==> src/rtl/unified_mem_arbiter_pkg.sv <==
// Shared types and constants for the IF/DM unified memory arbiter.
package unified_mem_arbiter_pkg;

  localparam int unsigned WORD_OFFSET_BITS = 2;
  localparam int unsigned CONFLICT_CNT_W   = 16;

  typedef enum logic [1:0] {
    OWN_NONE = 2'd0,
    OWN_IF   = 2'd1,
    OWN_DM   = 2'd2
  } owner_e;

endpackage

==> src/rtl/unified_mem_arbiter_starve_guard.sv <==
// Saturating count of consecutive denied fetch cycles; force_if gives IF the next conflict.
module unified_mem_arbiter_starve_guard #(
  parameter int unsigned STARVE_MAX = 3
) (
  input  logic clk,
  input  logic reset,
  input  logic denied,
  input  logic clear,
  output logic force_if
);

  localparam int unsigned CNT_W = (STARVE_MAX < 1) ? 1 : $clog2(STARVE_MAX + 1);

  logic [CNT_W-1:0] cnt;
  logic [CNT_W-1:0] cnt_nxt;

  always_comb begin
    cnt_nxt = cnt;
    if (clear) begin
      cnt_nxt = '0;
    end else if (denied && (cnt != CNT_W'(STARVE_MAX))) begin
      cnt_nxt = cnt + CNT_W'(1);
    end
  end

  // force_if is registered alongside the count so it is ready at the start of the cycle
  always_ff @(posedge clk) begin
    if (reset) begin
      cnt      <= '0;
      force_if <= (STARVE_MAX == 0);
    end else begin
      cnt      <= cnt_nxt;
      force_if <= (cnt_nxt == CNT_W'(STARVE_MAX));
    end
  end

endmodule

==> src/rtl/unified_mem_arbiter.sv <==
// One-access-per-cycle arbiter between fetch and data ports of a single-ported unified memory.
module unified_mem_arbiter
  import unified_mem_arbiter_pkg::*;
#(
  parameter int unsigned ADDR_W     = 8,
  parameter int unsigned DATA_W     = 32,
  parameter int unsigned STARVE_MAX = 3
) (
  input  logic                               clk,
  input  logic                               reset,
  input  logic                               if_req,
  input  logic [ADDR_W-1:0]                  if_addr,
  output logic                               if_gnt,
  output logic                               if_rvalid,
  output logic [DATA_W-1:0]                  if_rdata,
  output logic                               if_err,
  input  logic                               dm_req,
  input  logic                               dm_we,
  input  logic [ADDR_W-1:0]                  dm_addr,
  input  logic [DATA_W-1:0]                  dm_wdata,
  output logic                               dm_gnt,
  output logic                               dm_rvalid,
  output logic [DATA_W-1:0]                  dm_rdata,
  output logic                               dm_err,
  output logic                               mem_en,
  output logic                               mem_we,
  output logic [ADDR_W-WORD_OFFSET_BITS-1:0] mem_addr,
  output logic [DATA_W-1:0]                  mem_wdata,
  input  logic [DATA_W-1:0]                  mem_rdata,
  output logic [CONFLICT_CNT_W-1:0]          conflict_cnt
);

  logic   if_aligned, if_misaligned;
  logic   dm_aligned, dm_misaligned;
  logic   force_if;
  logic   win_if, win_dm;
  logic   if_denied, if_clear;
  owner_e owner, owner_nxt;

  assign if_aligned    = if_req && (if_addr[WORD_OFFSET_BITS-1:0] == '0);
  assign if_misaligned = if_req && (if_addr[WORD_OFFSET_BITS-1:0] != '0);
  assign dm_aligned    = dm_req && (dm_addr[WORD_OFFSET_BITS-1:0] == '0);
  assign dm_misaligned = dm_req && (dm_addr[WORD_OFFSET_BITS-1:0] != '0);

  // DM owns the memory on a conflict unless fetch has been starved long enough
  assign win_if = if_aligned && (!dm_aligned || force_if);
  assign win_dm = dm_aligned && !win_if;

  assign if_denied = if_aligned && !win_if;
  assign if_clear  = !if_req || win_if || if_misaligned;

  unified_mem_arbiter_starve_guard #(
    .STARVE_MAX (STARVE_MAX)
  ) u_starve_guard (
    .clk      (clk),
    .reset    (reset),
    .denied   (if_denied),
    .clear    (if_clear),
    .force_if (force_if)
  );

  // Misaligned requests are consumed without touching memory
  assign if_gnt    = !reset && (win_if || if_misaligned);
  assign dm_gnt    = !reset && (win_dm || dm_misaligned);
  assign mem_en    = !reset && (win_if || win_dm);
  assign mem_we    = !reset && win_dm && dm_we;
  assign mem_addr  = win_dm ? dm_addr[ADDR_W-1:WORD_OFFSET_BITS]
                            : if_addr[ADDR_W-1:WORD_OFFSET_BITS];
  assign mem_wdata = dm_wdata;

  always_comb begin
    owner_nxt = OWN_NONE;
    if (win_if) begin
      owner_nxt = OWN_IF;
    end else if (win_dm && !dm_we) begin
      owner_nxt = OWN_DM;
    end
  end

  always_ff @(posedge clk) begin
    if (reset) begin
      owner        <= OWN_NONE;
      if_err       <= 1'b0;
      dm_err       <= 1'b0;
      conflict_cnt <= '0;
    end else begin
      owner  <= owner_nxt;
      if_err <= if_misaligned;
      dm_err <= dm_misaligned;
      if (if_aligned && dm_aligned && (conflict_cnt != '1)) begin
        conflict_cnt <= conflict_cnt + CONFLICT_CNT_W'(1);
      end
    end
  end

  // Read data is steered to whichever port owned last cycle's read
  assign if_rvalid = (owner == OWN_IF);
  assign dm_rvalid = (owner == OWN_DM);
  assign if_rdata  = if_rvalid ? mem_rdata : '0;
  assign dm_rdata  = dm_rvalid ? mem_rdata : '0;

endmodule

==> config.mk <==
export PLATFORM = sky130hd
export DESIGN_NAME = unified_mem_arbiter
export DESIGN_NICKNAME = d
export VERILOG_FILES = /design/src/rtl/unified_mem_arbiter_pkg.sv /design/src/rtl/unified_mem_arbiter_starve_guard.sv /design/src/rtl/unified_mem_arbiter.sv
export SDC_FILE = /design/constraint.sdc
export NUM_CORES = 1
export LEC_CHECK = 0
export CAP_MARGIN = 20
export CORE_MARGIN = 3
export CORE_UTILIZATION = 29
export DETAILED_ROUTE_END_ITERATION = 6
export PLACE_DENSITY = 0.83
export SLEW_MARGIN = 20
export SYNTH_ARGS = -nofsm -noshare
export SYNTH_HDL_FRONTEND = slang
export SYNTH_SLANG_ARGS = --single-unit
==> constraint.sdc <==
create_clock -name clk -period 3.9 [get_ports clk]
set_clock_uncertainty 0.2 [all_clocks]
set_input_delay 1.17 -clock clk [delete_from_list [all_inputs] [get_ports clk]]
set_output_delay 1.17 -clock clk [all_outputs]
set_load 0.005 [all_outputs]
## Word level (Yosys, flattened, before mapping)

Index checks and enable logic that the tools add are counted.

- Add/sub/neg operators: 2
- Equal/unequal tests: 5
- Multiplexer cells: 7
- Reduce and logical (&&, ||, !) cells: 32

Operators with widths:

| kind | count |
|---|---|
| two-way mux 32 bit | 2 |
| adder 16 x 1 -> 16 bit, second input constant | 1 |
| logical AND 1 bit | 16 |
| inequality test 16 bit, second input constant | 1 |
| logical OR 1 bit | 6 |
| two-way mux 2 bit | 3 |
| two-way mux 6 bit | 1 |
| zero test 1 bit | 5 |
| equality test 2 bit, second input constant | 2 |
| zero test 2 bit | 2 |
| nonzero test 2 bit | 2 |
| adder 2 x 1 -> 2 bit, second input constant | 1 |
| equality test 2 x 1 -> 1 bit, second input constant | 1 |
| inequality test 2 bit, second input constant | 1 |
| OR reduction 2 bit | 1 |
| two-way mux 1 bit | 1 |

- Flip-flop bits (word level): 23
- Bits of input ports: 85
- Output and inout port bits: 126
- Word-level logic and storage cells: 53

## Depth between registers and ports, before layout

Gate-level depths: netlist of run 1.

- Depth after elaboration: 11
- Depth in mapped cells: 6
- Gate-level depth less buffers: 5

## Modules after synthesis

From an unflattened synthesis of run 1, not the netlist that was laid out.

- Cells, all modules: 246
- Area, all modules: 1958.1 sq um

Modules (own cells, without submodules):

| module | times used | cells each | area an instance (sq um) | seq. area each (sq um) |
|---|---|---|---|---|
| unified_mem_arbiter | 1 | 233 | 1823.0 | 400.4 |
| unified_mem_arbiter_starve_guard | 1 | 13 | 135.1 | 60.1 |

## Worst setup path before layout of run 1

No wires, ideal clock.

- Path kind: input-to-output
- From: in dm_addr[1]
- To: out mem_addr[0]
- Arrival: 2.266 ns
- Required time: 2.530 ns
- Slack: 0.264 ns
- Stages: 4
- Buffers on the path: 1
- Cells stage by stage: or3b_1 buf_2 a21oi_4 mux2_2

- Cells in the longest elaborated chain, start to end: 8

RTL lines:

| what | RTL line | source |
|---|---|---|
| start, declared | unified_mem_arbiter.sv:19 | `input logic [ADDR_W-1:0] dm_addr,` |
| zero test 2 bit (*) | unified_mem_arbiter.sv:42 | `assign dm_aligned = dm_req && (dm_addr[WORD_OFFSET_BITS-1:0] == '0);` |
| logical AND 1 bit (*) | unified_mem_arbiter.sv:42 |  |
| zero test 1 bit | unified_mem_arbiter.sv:46 | `assign win_if = if_aligned && (!dm_aligned \|\| force_if);` |
| logical OR 1 bit | unified_mem_arbiter.sv:46 |  |
| logical AND 1 bit | unified_mem_arbiter.sv:46 |  |
| zero test 1 bit | unified_mem_arbiter.sv:47 | `assign win_dm = dm_aligned && !win_if;` |
| logical AND 1 bit (*) | unified_mem_arbiter.sv:47 |  |
| two-way mux 6 bit (*) | unified_mem_arbiter.sv:67 | `assign mem_addr = win_dm ? dm_addr[ADDR_W-1:WORD_OFFSET_BITS]` |
| end, declared | unified_mem_arbiter.sv:27 | `output logic [ADDR_W-WORD_OFFSET_BITS-1:0] mem_addr,` |

Mark *: on every way between the ends. The rest lies on a longest branch, timed or not.

## Worst setup path after layout of run 1

- From: in dm_addr[0]
- To: out mem_addr[1]

The elaborated chain is that of the path after synthesis.

==> results of run 1 <==
## state kept, by name, indices dropped and copies added, names as in the netlist
| signal | count |
|---|---|
| conflict_cnt | 16 |
| dm_err | 1 |
| if_err | 1 |
| owner | 2 |
| u_starve_guard.cnt | 2 |
| u_starve_guard.force_if | 1 |
## where the power goes
| part | total (µW) | internal, µW | switching (µW) |
|---|---|---|---|
| combinational | 140 | 95.5 | 44.5 |
| clock | 149 | 73.0 | 75.9 |
| sequential | 237 | 236 | 0.890 |
## tightest hold or removal path, stage by stage (launching register included)
cell and delay [ns]:
dfxtp_1 0.33, nand3_1 0.09, a21oi_1 0.06
## kinds of logic after synthesis
kind of cell	Yosys count	synth area share (%)
flops	23	23.6
mux	9	5.06
xor+xnor	1	0.449
simple gates	127	43.6
buf+inv	46	15.3
compound gates	33	10.7
fa+ha+maj	2	1.28
## cell usage in the layout (no fill, tap or decap), types with 4 or more instances in the layout
cell type	instances
a21oi_1	15
and2_1	64
and3_1	4
buf_2	8
buf_4	17
buf_6	9
clkdlybuf4s50_1	130
dfxtp_1	23
dlygate4sd2_1	4
mux2_4	4
nand2_1	5
nand3_1	5
nand4_1	5
nor2_1	7
o21ai_0	4
o31ai_1	8
or4_1	8
## routing by layer
layer | track usage (%) | vias to the layer above
met3 | 4.23 | 7
li1 | - | 1077
met5 | 0 | -
met1 | 20.8 | 1007
met2 | 34.3 | 136
met4 | 2.88 | 0
## path summary, 6_finish.rpt
check	start	slack, ns	end	depth (start not counted)
worst max register to register	conflict_cnt[0]	1.81	conflict_cnt[1]	5
worst min register to register	u_starve_guard.cnt[1]	0.32	u_starve_guard.force_if	2
worst max-delay path	dm_addr[0]	0.04	mem_addr[1]	6
worst min-delay path	u_starve_guard.cnt[1]	0.32	u_starve_guard.force_if	2
## Yosys cell counts, drive strengths merged
master / instances / area share, %
xor2: 1 / 0.45
nand4: 6 / 2.2
nor3: 5 / 1.5
nor4: 3 / 2.8
and2: 64 / 20
nor4b: 2 / 0.90
nor3b: 4 / 2.1
and4: 2 / 0.90
inv: 3 / 0.58
and3: 4 / 1.3
o21a: 2 / 0.77
a21oi: 16 / 4.7
nand3b: 1 / 0.38
nor2: 7 / 1.3
mux2i: 2 / 1.0
buf: 37 / 14
or3b: 2 / 0.90
or2: 1 / 0.32
nand2: 5 / 0.96
mux2: 7 / 4.0
and4bb: 1 / 0.64
nand3: 6 / 1.8
o21ai: 5 / 1.3
or3: 3 / 0.96
o31ai: 8 / 3.1
nor2b: 3 / 0.96
ha: 2 / 1.3
or4: 8 / 3.1
dfxtp: 23 / 24
o211a: 1 / 0.51
a21o: 1 / 0.38
clkbuf: 6 / 1.2
## stage by stage
step	util, %	area, µm²	power, µW
6_report	54.0	3470	526
4_1_cts	53.9	3460	529
5_1_grt	54.0	3470	546
2_1_floorplan	-	1950	299
3_5_place_dp	52.3	3360	380
3_3_place_gp	52.3	3360	377
## layout make-up
type | instances | area [µm²]
Clock buffer | 4 | 45.0
Fill cell | 594 | 2950
Inverter | 3 | 11.3
Multi-Input combinational cell | 173 | 1240
Sequential cell | 23 | 460
Tap cell | 77 | 96.3
Timing Repair Buffer | 170 | 1620
## timing repair
action	CTS	global route
buffers inserted	8	0
hold endpoints to repair	0	0
gates cloned	1	0
resized for setup	60	6
endpoints found under the setup margin	10	10
pin swaps	4	2
==> metrics.md, run 1 <==
| Metric | Value |
|---|---|
| Status | `complete, no violations` |
| Fin nets | `461` |
| Grt ovf | `0` |
| Max_cap viols | `0` |
| DR iter-0 viols | `slightly above 60` |
| Syn nets | `between 300 and 400` |
| TNS Setup | `0 ns` |
| Total Die Area | `0.00776 mm²` |
| Hold-fix buffers, CTS | `0` |
| Largest net degree at the start of global routing | `34` |
| Synth warnings | `0` |
| Critical path data required time | `~2.5 ns` |
| Pre-Repair DR Iteration Count | `4` |
| Rows | `29` |
| Number of global-route vias before repair | `~2.1k` |
| Achievable Freq | `approximately 260 MHz` |
| Clk slew on worst S/H paths | `approximately 0.08 ns` |
| CTS root buf | `clkbuf_8` |
| Initial Util | `a little under a third` |
| Startpoint types | `primary input` |
| Top sig layer | `met4` |
| Clk buf depth | `2` |
| VDD IR-drop max | `approximately 0.00013 V` |
| Post-Syn Area | `0.00195 mm²` |
| Critical path buffers and inverters | `3` |
| CP arrival | `roughly 2.5 ns` |
| Diodes inserted | `0` |
| Final hold slack | `around 0.32 ns` |
| Avg Cell Area, Syn | `about 8.1 µm²` |
| CTS Buf Count | `3` |
| Core area | `around 0.0064 mm²` |
| Global placement routability congestion | `a little under 0.8` |
| Vias per cell | `4.95` |
| Final WS setup | `0.0382 ns` |
| DP Worst Slack | `-0.656 ns` |
| Layout Area Growth over Synthesis | `77.6%` |
| Final setup vio count | `0` |
| Netlist cell types | `42` |
| IO Pins | `211` |
| FF+latch count, synth | `23` |
| PwrDens | `152 mW/mm²` |
| Final clock period utilization by the worst path | `between 90% and 100%` |
| Detailed-placement wirelength estimate | `approximately 6400 µm` |
| LEAKAGE | `between 0.001 and 0.0015 µW` |
| DRT antenna net count | `0` |
| Total GRT Usage | `a little under a fifth` |
| Slew Limit Fails | `0` |
| DIE WIDTH | `just under 90 µm` |
| Final WL | `between 7000 and 8000 µm` |
| CTS tree | `built` |
| RSZ-0062 raised after global routing | `no` |
| Final min period | `around 3.9 ns` |
| Hold crit path type | `reg -> reg` |
| Clk_lat worst skew | `approximately 0.26 ns` |
| Cells along the critical path | `buf_2 -> or3b_4 -> a21oi_4 -> buf_6 -> mux2_2 -> buf_2` |
| CP delay by family, top | `simple AND/OR/NAND/NOR gates` |
| CP max FO | `4` |
| Clk sink count | `23` |
| Met2 wire len | `3980 µm` |
| Top cell by count, worst path | `buf_2` |
| Slowest CP cell | `or3b_4` |
| Worst Setup Path Type | `in -> out` |
| Initial antenna violation count | `0` |
| Worst slew pin tran | `roughly 0.7 ns` |
| Layout cells sized above 1 | `about 17%` |
| Die Height | `approximately 88 µm` |
| Finished Layout Cells | `450` |
| Placed cells | `roughly 440` |
| Final Hold Fails | `0` |
| DR WL/cell | `roughly 17 µm` |
| Seq/Total Area, Yosys | `a little under a quarter` |
| Slew HR | `between 50 and 60%` |
| I/O Buffers | `~150` |
| Critical path endpoint category | `output port` |
| First-pass GRT wire length | `10900 µm` |
| Remaining DRCs | `0` |
| Mapped Cells | `between 200 and 250` |
| H-tree levels | `1` |
| Met3 routed WL | `between 700 and 800 µm` |
| Crit-path max cell delay | `between 0.4 and 0.5 ns` |
| DR vias | `between 2k and 2.5k` |
| Wl on met1 | `between 2000 and 3000 µm` |
Note: power is estimated with default switching activity, not from simulation.
==> run 2: changes to the inputs <==
--- a/config.mk
+++ b/config.mk
@@ -5,11 +5,12 @@
 export SDC_FILE = /design/constraint.sdc
 export NUM_CORES = 1
 export LEC_CHECK = 0
+export ABC_AREA = 1
 export CAP_MARGIN = 20
 export CORE_MARGIN = 3
 export CORE_UTILIZATION = 29
 export DETAILED_ROUTE_END_ITERATION = 6
-export PLACE_DENSITY = 0.83
+export PLACE_DENSITY = 0.82
 export SLEW_MARGIN = 20
 export SYNTH_ARGS = -nofsm -noshare
 export SYNTH_HDL_FRONTEND = slang
==> run 2 against run 1 <==
  * Flip-flop and latch count is the same
  * Utilization shrank 1.1 points
  * Non-clock buffer count shrank 8
  * Sequential share of layout area grew 0.12 points
  * Global-route usage shrank 0.24 points
  * Synthesized cell count grew 42%
  * Register-to-register slack is essentially flat
  * Critical path depth grew 5
  * Critical path type unchanged
==> metrics.md, run 2 <==
| Metric | Value |
|---|---|
| Avg Cell Area, Syn | `5.83 µm² (was 8.10 µm²)` |
| Sw frac | `24.5% (was 23.0%)` |
| CP max FO | `3 (was 4)` |
| Commonest non-fill, non-tap cell in the layout | `clkdlybuf4s50_1 (unchanged)` |
| Post-route cell area | `0.00344 mm² (was 0.00347 mm²)` |
| TNS Setup | `0 ns (unchanged)` |
| CP delay by family, top | `buffers and inverters (was simple AND/OR/NAND/NOR gates)` |
| Post-synth EDFFs | `0 (unchanged)` |
| Final setup vio count | `0 (unchanged)` |
| Setup slack, reg-to-reg | `1.80 ns (was 1.81 ns)` |
| Final WS setup | `0.0568 ns (was 0.0382 ns)` |
| GR peak layer | `met2 (unchanged)` |
| Top reg by flops | `conflict_cnt (unchanged)` |
| DIE WIDTH | `88.9 µm (was 88.1 µm)` |
| Netlist cell types | `25 (was 42)` |
| Combinational share of power | `26.3% (was 26.6%)` |
| Achievable Freq | `260 MHz (was 259 MHz)` |
| Post-Syn Area | `0.00199 mm² (was 0.00195 mm²)` |
| Slew Limit Fails | `0 (unchanged)` |
| Critical path data required time | `2.53 ns (about the same)` |
| Psw | `128 µW (was 121 µW)` |
| RSZ-0062 raised after global routing | `yes (was no)` |
| Worst Setup Path Type | `in -> out (unchanged)` |
| Clk sink count | `23 (unchanged)` |
| Final WL | `7930 µm (was 7620 µm)` |
| Syn nets | `429 (was 328)` |
| Largest net degree at the start of global routing | `34 (unchanged)` |
| Initial antenna violation count | `0 (unchanged)` |
| Top cells by area, synth | `dfxtp_1 (23%), nor2_1 (17%), nand2_1 (14%), buf_4 (12%), inv_1 (9.6%) (was dfxtp_1 (24%), and2_1 (20%), buf_4 (13%), mux2_2 (4.0%), a21oi_1 (3.8%))` |
| Global placement routability congestion | `0.786 (was 0.790)` |
| Cells along the critical path | `dlygate4sd2_1 -> nor2_2 -> nand2_2 -> o21ai_2 -> nand2_2 -> inv_4 -> buf_4 -> buf_4 -> nand2_2 -> nor2_1 -> buf_2 (was buf_2 -> or3b_4 -> a21oi_4 -> buf_6 -> mux2_2 -> buf_2)` |
| First-pass GRT wire length | `11100 µm (was 10900 µm)` |
| Die Height | `88.9 µm (was 88.1 µm)` |
| Post-synth top area cell | `dfxtp_1 (unchanged)` |
| Hold-fix buffers, CTS | `0 (unchanged)` |
| Pre-Repair DR Iteration Count | `4 (unchanged)` |
| Top cell by count, worst path | `nand2_2 (was buf_2)` |
| Max_cap viols | `0 (unchanged)` |
| Largest register FFs | `16 (unchanged)` |
| PwrDens | `152 mW/mm² (about the same)` |
| Clk buf depth | `2 (unchanged)` |
| DR WL/cell | `14.6 µm (was 16.9 µm)` |
| DRT antenna net count | `0 (unchanged)` |
| Hold crit path type | `reg -> reg (unchanged)` |
| CTS Buf Count | `3 (unchanged)` |
| Grt met2 use | `31.3% (was 34.3%)` |
| Remaining DRCs | `0 (unchanged)` |
| Worst slew pin tran | `0.568 ns (was 0.695 ns)` |
| Fin nets | `554 (was 461)` |
| Post-synth top area share | `23.1% (was 23.6%)` |
| Number of global-route vias before repair | `2245 (was 2078)` |
| Vias per cell | `4.53 (was 4.95)` |
| FF+latch count, synth | `23 (unchanged)` |
| Initial Util | `30.7% (was 30.4%)` |
| Rows | `29 (unchanged)` |
| CTS root buf | `clkbuf_8 (unchanged)` |
| Seq/Total Area, Yosys | `23.1% (was 23.6%)` |
| Final Hold Fails | `0 (unchanged)` |
| Top Registers | `conflict_cnt x16, owner x2, u_starve_guard.cnt x2 (unchanged)` |
| Synth cell count leaders | `nor2_1 (90), nand2_1 (75), inv_1 (51) (was and2_1 (64), buf_4 (33), dfxtp_1 (23))` |
| Flop pwr share | `45.5% (was 45.1%)` |
| Clock share of power | `28.1% (was 28.3%)` |
| Crit-path max cell delay | `0.26 ns (was 0.41 ns)` |
| Startpoint types | `primary input (unchanged)` |
| I/O Buffers | `146 (unchanged)` |
| DR vias | `2462 (was 2227)` |
| Total GRT Usage | `17.8% (was 18.1%)` |
| Int Pwr | `393 µW (was 405 µW)` |
| Clk_lat worst skew | `0.26 ns (about the same)` |
| CP arrival | `2.47 ns (was 2.49 ns)` |
| Status | `complete, no violations (unchanged)` |
| Final min period | `3.84 ns (was 3.86 ns)` |
| Slowest CP cell | `dlygate4sd2_1 (was or3b_4)` |
| CTS tree | `built (unchanged)` |
| Diodes inserted | `0 (unchanged)` |
| Fraction of registers with async set or reset after synthesis | `0% (unchanged)` |
| VDD IR-drop max | `0.000245 V (was 0.000131 V)` |
| Synth warnings | `0 (unchanged)` |
| Commonest non-fill, non-tap cells in the layout | `clkdlybuf4s50_1 (130), nor2_1 (88), nand2_1 (73), inv_1 (50), dfxtp_1 (23) (was clkdlybuf4s50_1 (130), and2_1 (64), dfxtp_1 (23), buf_4 (17), a21oi_1 (15))` |
| Grt ovf | `0 (unchanged)` |
| Grt met3 use | `5.53% (was 4.23%)` |
| Slew HR | `62.1% (was 53.3%)` |
| Total Die Area | `0.00790 mm² (was 0.00776 mm²)` |
| Detailed-placement wirelength estimate | `6640 µm (was 6430 µm)` |
| Critical path buffers and inverters | `5 (was 3)` |
| DP Area | `0.00335 mm² (was 0.00336 mm²)` |
| Critical path endpoint category | `output port (unchanged)` |
| H-tree levels | `1 (unchanged)` |
| Layout Area Growth over Synthesis | `72.5% (was 77.6%)` |
| DR iter-0 viols | `57 (was 62)` |
| GR Layer Usage met1 | `21.0% (was 20.8%)` |
| Final clock period utilization by the worst path | `98.5% (was 99.0%)` |
| Most numerous cell in the Yosys netlist | `nor2_1 (was and2_1)` |
| Top FF cell, synth | `dfxtp_1 (unchanged)` |
| DP Worst Slack | `-0.396 ns (was -0.656 ns)` |
| Clk slew on worst S/H paths | `0.08 ns (about the same)` |
| Layout cells sized above 1 | `10.1% (was 16.6%)` |
| Core area | `0.00649 mm² (was 0.00642 mm²)` |
| Mapped Cells | `342 (was 241)` |
| LEAKAGE | `0.00151 µW (was 0.00134 µW)` |
| IO Pins | `211 (unchanged)` |
## run 2: cell types whose count changed after synthesis, moves of 6 or more
cell     before  now
and2_1       64    0
o31ai_1       8    0
a21oi_2       0   10
nand2_1       5   75
nand3_1       5   11
a21oi_1      15    8
or4_1         8    0
nor2_1        7   90
inv_1         3   51
mux2_2        7    0
## run 2: power by group through the flow
stage	clock network [µW]	registers [µW]	logic, µW
floorplan	0	243	63.4
global placement	0	243	136
detailed placement	0	243	138
CTS	148	237	135
global route	159	238	148
finish	147	237	137
## run 2: logic make-up after synthesis
group	after synthesis	share of synthesized area, %
AO/OA/AOI/OAI	22	7.78
XOR/XNOR	6	2.64
adder cells (fa/ha/maj)	2	1.26
buffers and inverters	94	24.5
flip-flops	23	23.1
multiplexers	1	0.502
AND/OR/NAND/NOR	194	40.2
## run 2: cell type report
type	count	area [µm²]
repair buffers	162	1580
well taps	77	96.3
clock buffers	4	45.0
inverters	52	198
fillers	636	3060
flip-flops and latches	23	460
multi-input cells	225	1050
## run 2: repair_timing
| item | in CTS | in global routing |
|---|---|---|
| setup buffers | 3 | 1 |
| pin swaps | 3 | 5 |
| endpoints found under the hold margin | 0 | 0 |
| resized for setup | 24 | 4 |
| setup endpoints to repair | 10 | 9 |
## run 2: final timing paths
kind                            depth (start not counted)            start               to
worst max register to register                          7  conflict_cnt[0]  conflict_cnt[3]
worst max-delay path                                   11       dm_addr[1]           mem_we
worst min register to register                          2  conflict_cnt[8]  conflict_cnt[8]
worst min-delay path                                    2  conflict_cnt[8]  conflict_cnt[8]
## run 2: stage by stage
step           power [µW]  cells  hold WS (ns)  util (%)
3_5_place_dp          381    535         0.333      51.6
6_report              521    543         0.346      52.9
3_3_place_gp          378    535         0.314      51.6
2_1_floorplan         306    342         0.279         -
4_1_cts               520    542         0.348      52.5
5_1_grt               545    543         0.367      52.9
## run 2: layer usage
layer  share of wire [%]  vias to the layer above
li1                    -                     1243
met1                  37                     1073
met2                  51                      135
met3                  11                       11
met4                 1.4                        0
met5                   0                        -
## run 2: worst reg2reg max path, delay by kind of cell, from the launching register on
| family | cells | cell delay, ns |
|---|---|---|
| flops | 1 | 0.45 |
| simple gates | 4 | 0.51 |
| fa+ha+maj | 1 | 0.24 |
| compound gates | 2 | 0.64 |
==> run 3: changes to the inputs <==
--- a/config.mk
+++ b/config.mk
@@ -6,7 +6,7 @@
 export NUM_CORES = 1
 export LEC_CHECK = 0
 export ABC_AREA = 1
-export CAP_MARGIN = 20
+export CAP_MARGIN = 15
 export CORE_MARGIN = 3
 export CORE_UTILIZATION = 29
 export DETAILED_ROUTE_END_ITERATION = 6
==> constraint.sdc (replaced) <==
create_clock -name clk -period 4.4 [get_ports clk]
set_clock_uncertainty 0.2 [all_clocks]
set_input_delay 1.32 -clock clk [delete_from_list [all_inputs] [get_ports clk]]
set_output_delay 1.32 -clock clk [all_outputs]
set_load 0.005 [all_outputs]
==> run 3 against run 2 <==
  * Total power shrank 12%
  * Non-clock buffer count shrank 8
  * Register-to-register slack gained 0.50 ns
  * Combinational power shrank 15%
  * Largest cell class unchanged
  * Highest routed layer unchanged
  * Sequential share of layout area grew 0.29 points
  * Sequential power shrank 11%
==> metrics.md, run 3 (synthesis gave the netlist of run 2 again) <==
| Metric | Value |
|---|---|
| Combinational share of power | `25.5% (was 26.3%)` |
| DIE WIDTH | `88.9 µm (unchanged)` |
| Flop pwr share | `45.7% (was 45.5%)` |
| Initial antenna violation count | `0 (unchanged)` |
| Fin nets | `546 (was 554)` |
| Max_cap viols | `0 (unchanged)` |
| DR vias | `2403 (was 2462)` |
| Grt met3 use | `5.16% (was 5.53%)` |
| DR WL/cell | `14.3 µm (was 14.6 µm)` |
| Top Registers | `conflict_cnt x16, owner x2, u_starve_guard.cnt x2 (unchanged)` |
| VDD IR-drop max | `0.000178 V (was 0.000245 V)` |
| Vias per cell | `4.49 (was 4.53)` |
| Final setup vio count | `0 (unchanged)` |
| First-pass GRT wire length | `10400 µm (was 11100 µm)` |
| Clk sink count | `23 (unchanged)` |
| Startpoint types | `primary input (unchanged)` |
| H-tree levels | `1 (unchanged)` |
| Final WL | `7660 µm (was 7930 µm)` |
| CP max FO | `2 (was 3)` |
| Final Hold Fails | `0 (unchanged)` |
| Finished Layout Cells | `535 (was 543)` |
| I/O Buffers | `146 (unchanged)` |
| Clk buf depth | `2 (unchanged)` |
| Layout Area Growth over Synthesis | `68.9% (was 72.5%)` |
| DR iter-0 viols | `51 (was 57)` |
| CTS root buf | `clkbuf_8 (unchanged)` |
| Largest register FFs | `16 (unchanged)` |
| Psw | `115 µW (was 128 µW)` |
| Register Area | `460 µm² (unchanged)` |
| TNS Setup | `0 ns (unchanged)` |
| Detailed-placement wirelength estimate | `6490 µm (was 6640 µm)` |
| Placed cells | `531 (was 535)` |
| Total GRT Usage | `16.8% (was 17.8%)` |
| Final clock period utilization by the worst path | `96.3%` |
| CTS tree | `built (unchanged)` |
| Grt met2 use | `30.3% (was 31.3%)` |
| RSZ-0062 raised after global routing | `no (was yes)` |
| Origin of the worst setup path | `if_addr[0] (was dm_addr[1])` |
| Slew HR | `40.9% (was 62.1%)` |
| Commonest non-fill, non-tap cells in the layout | `clkdlybuf4s50_1 (134), nor2_1 (90), nand2_1 (74), inv_1 (50), dfxtp_1 (23) (was clkdlybuf4s50_1 (130), nor2_1 (88), nand2_1 (73), inv_1 (50), dfxtp_1 (23))` |
| Slew Limit Fails | `0 (unchanged)` |
| Hold-fix buffers, CTS | `0 (unchanged)` |
| Remaining DRCs | `0 (unchanged)` |
| Number of global-route vias before repair | `2102 (was 2245)` |
| Int Pwr | `344 µW (was 393 µW)` |
| Layout cells sized above 1 | `7.64% (was 10.1%)` |
| RR Startpoint | `conflict_cnt[0] (unchanged)` |
| CTS Buf Count | `3 (unchanged)` |
| Critical path data required time | `2.88 ns (was 2.53 ns)` |
| Top cell by count, worst path | `clkdlybuf4s50_1 (was nand2_2)` |
| Achievable Freq | `between 200 and 250 MHz` |
| Slowest CP cell | `clkdlybuf4s50_1 (was dlygate4sd2_1)` |
| PwrDens | `137 mW/mm² (was 152 mW/mm²)` |
| Largest net degree at the start of global routing | `34 (unchanged)` |
| DP Area | `0.00332 mm² (was 0.00335 mm²)` |
| Sw frac | `25.1% (was 24.5%)` |
| Clock share of power | `28.8% (was 28.1%)` |
| Initial Util | `30.7% (unchanged)` |
| Total power | `460 µW (was 521 µW)` |
| Top reg by flops | `conflict_cnt (unchanged)` |
| Post-route cell area | `0.00337 mm² (was 0.00344 mm²)` |
| Critical path endpoint category | `output port (unchanged)` |
| Rows | `29 (unchanged)` |
| Final min period | `~4.2 ns` |
| Total Die Area | `0.00790 mm² (unchanged)` |
| Clk_lat worst skew | `0.26 ns (about the same)` |
| Pre-Repair DR Iteration Count | `4 (unchanged)` |
| Hold crit path type | `reg -> reg (unchanged)` |
| Fill cells | `638 (was 636)` |
| Grt ovf | `0 (unchanged)` |
| Clk slew on worst S/H paths | `0.08 ns (about the same)` |
| Multi-input combinational cell area | `0.00105 mm² (about the same)` |
| Die Height | `88.9 µm (unchanged)` |
| Cells along the critical path | `clkdlybuf4s50_1 -> nor2_1 -> nand2_1 -> buf_4 -> a21oi_1 -> clkdlybuf4s50_1 (was dlygate4sd2_1 -> nor2_2 -> nand2_2 -> o21ai_2 -> nand2_2 -> inv_4 -> buf_4 -> buf_4 -> nand2_2 -> nor2_1 -> buf_2)` |
| LEAKAGE | `0.00147 µW (was 0.00151 µW)` |
| Status | `complete, no violations (unchanged)` |
| Worst Setup Path Type | `in -> out (unchanged)` |
| GR Layer Usage met1 | `19.8% (was 21.0%)` |
| Worst slew pin tran | `0.886 ns (was 0.568 ns)` |
| Hold Crit Start | `conflict_cnt[3] (was conflict_cnt[8])` |
| Commonest non-fill, non-tap cell in the layout | `clkdlybuf4s50_1 (unchanged)` |
| Crit-path max cell delay | `0.52 ns (was 0.26 ns)` |
| IO Pins | `211 (unchanged)` |
| Global placement routability congestion | `0.780 (was 0.786)` |
| Diodes inserted | `0 (unchanged)` |
| CP arrival | `2.72 ns (was 2.47 ns)` |
| DRT antenna net count | `0 (unchanged)` |
| GR peak layer | `met2 (unchanged)` |
| Core area | `0.00649 mm² (unchanged)` |
-- run 3: cell count changes in the layout (fill, tap and decap cells not counted), moves of 2 or more --
| cell | previous run | this run |
|---|---|---|
| nor2_2 | 3 | 1 |
| clkdlybuf4s50_1 | 130 | 134 |
| buf_4 | 14 | 7 |
| dlygate4sd2_1 | 12 | 10 |
| nor2_1 | 88 | 90 |
-- run 3: repair_timing --
item                       4_1_cts  5_1_grt
setup endpoints to repair        8        2
pin swaps                        3        2
gates resized for setup         14        2
setup buffers                    0        0
-- run 3: power by group through the flow --
stage	Combinational (µW)	Clock (µW)	Sequential (µW)
detailed placement	120	0	215
global route	127	146	211
global placement	119	0	215
finish	117	132	210
floorplan	56.2	0	215
CTS	118	134	210
-- run 3: path summary, 6_finish.rpt --
| path | end | slack (ns) | cells past startpoint |
|---|---|---|---|
| worst max-delay path | mem_en | 0.16 | 6 |
| worst min-delay path | conflict_cnt[3] | 0.34 | 2 |
| worst max register to register | conflict_cnt[1] | 2.30 | 7 |
| worst min register to register | conflict_cnt[3] | 0.34 | 2 |
-- run 3: layout make-up --
class / instances / area share, %
timing repair buffer: 154 / 45.1
multi-input combinational: 225 / 31.1
sequential: 23 / 13.7
inverter: 52 / 5.87
tap: 77 / 2.86
clock buffer: 3 / 1.23
clock inverter: 1 / 0.149
-- run 3: critical path, delay by kind of cell --
family	cells	cell delay [ns]
compound gates	1	0.12
buf+inv	3	1.09
simple gates	2	0.18
-- run 3: per-layer routing --
metal,part of all wire [%],wire (µm),vias to the layer above
li1,-,-,1222
met1,38,2900,1050
met2,51,3900,123
met3,10,778,8
met4,1.0,77,0
met5,0,0,-
-- run 3: stage by stage --
stage	hold slack [ns]	util, %	setup slack (ns)
final	0.342	51.8	0.163
after global placement	0.314	51.1	-0.120
after floorplan	0.279	-	0.700
after CTS	0.346	51.7	0.00644
after global routing	0.364	51.8	0.101
after detailed placement	0.333	51.1	-0.217
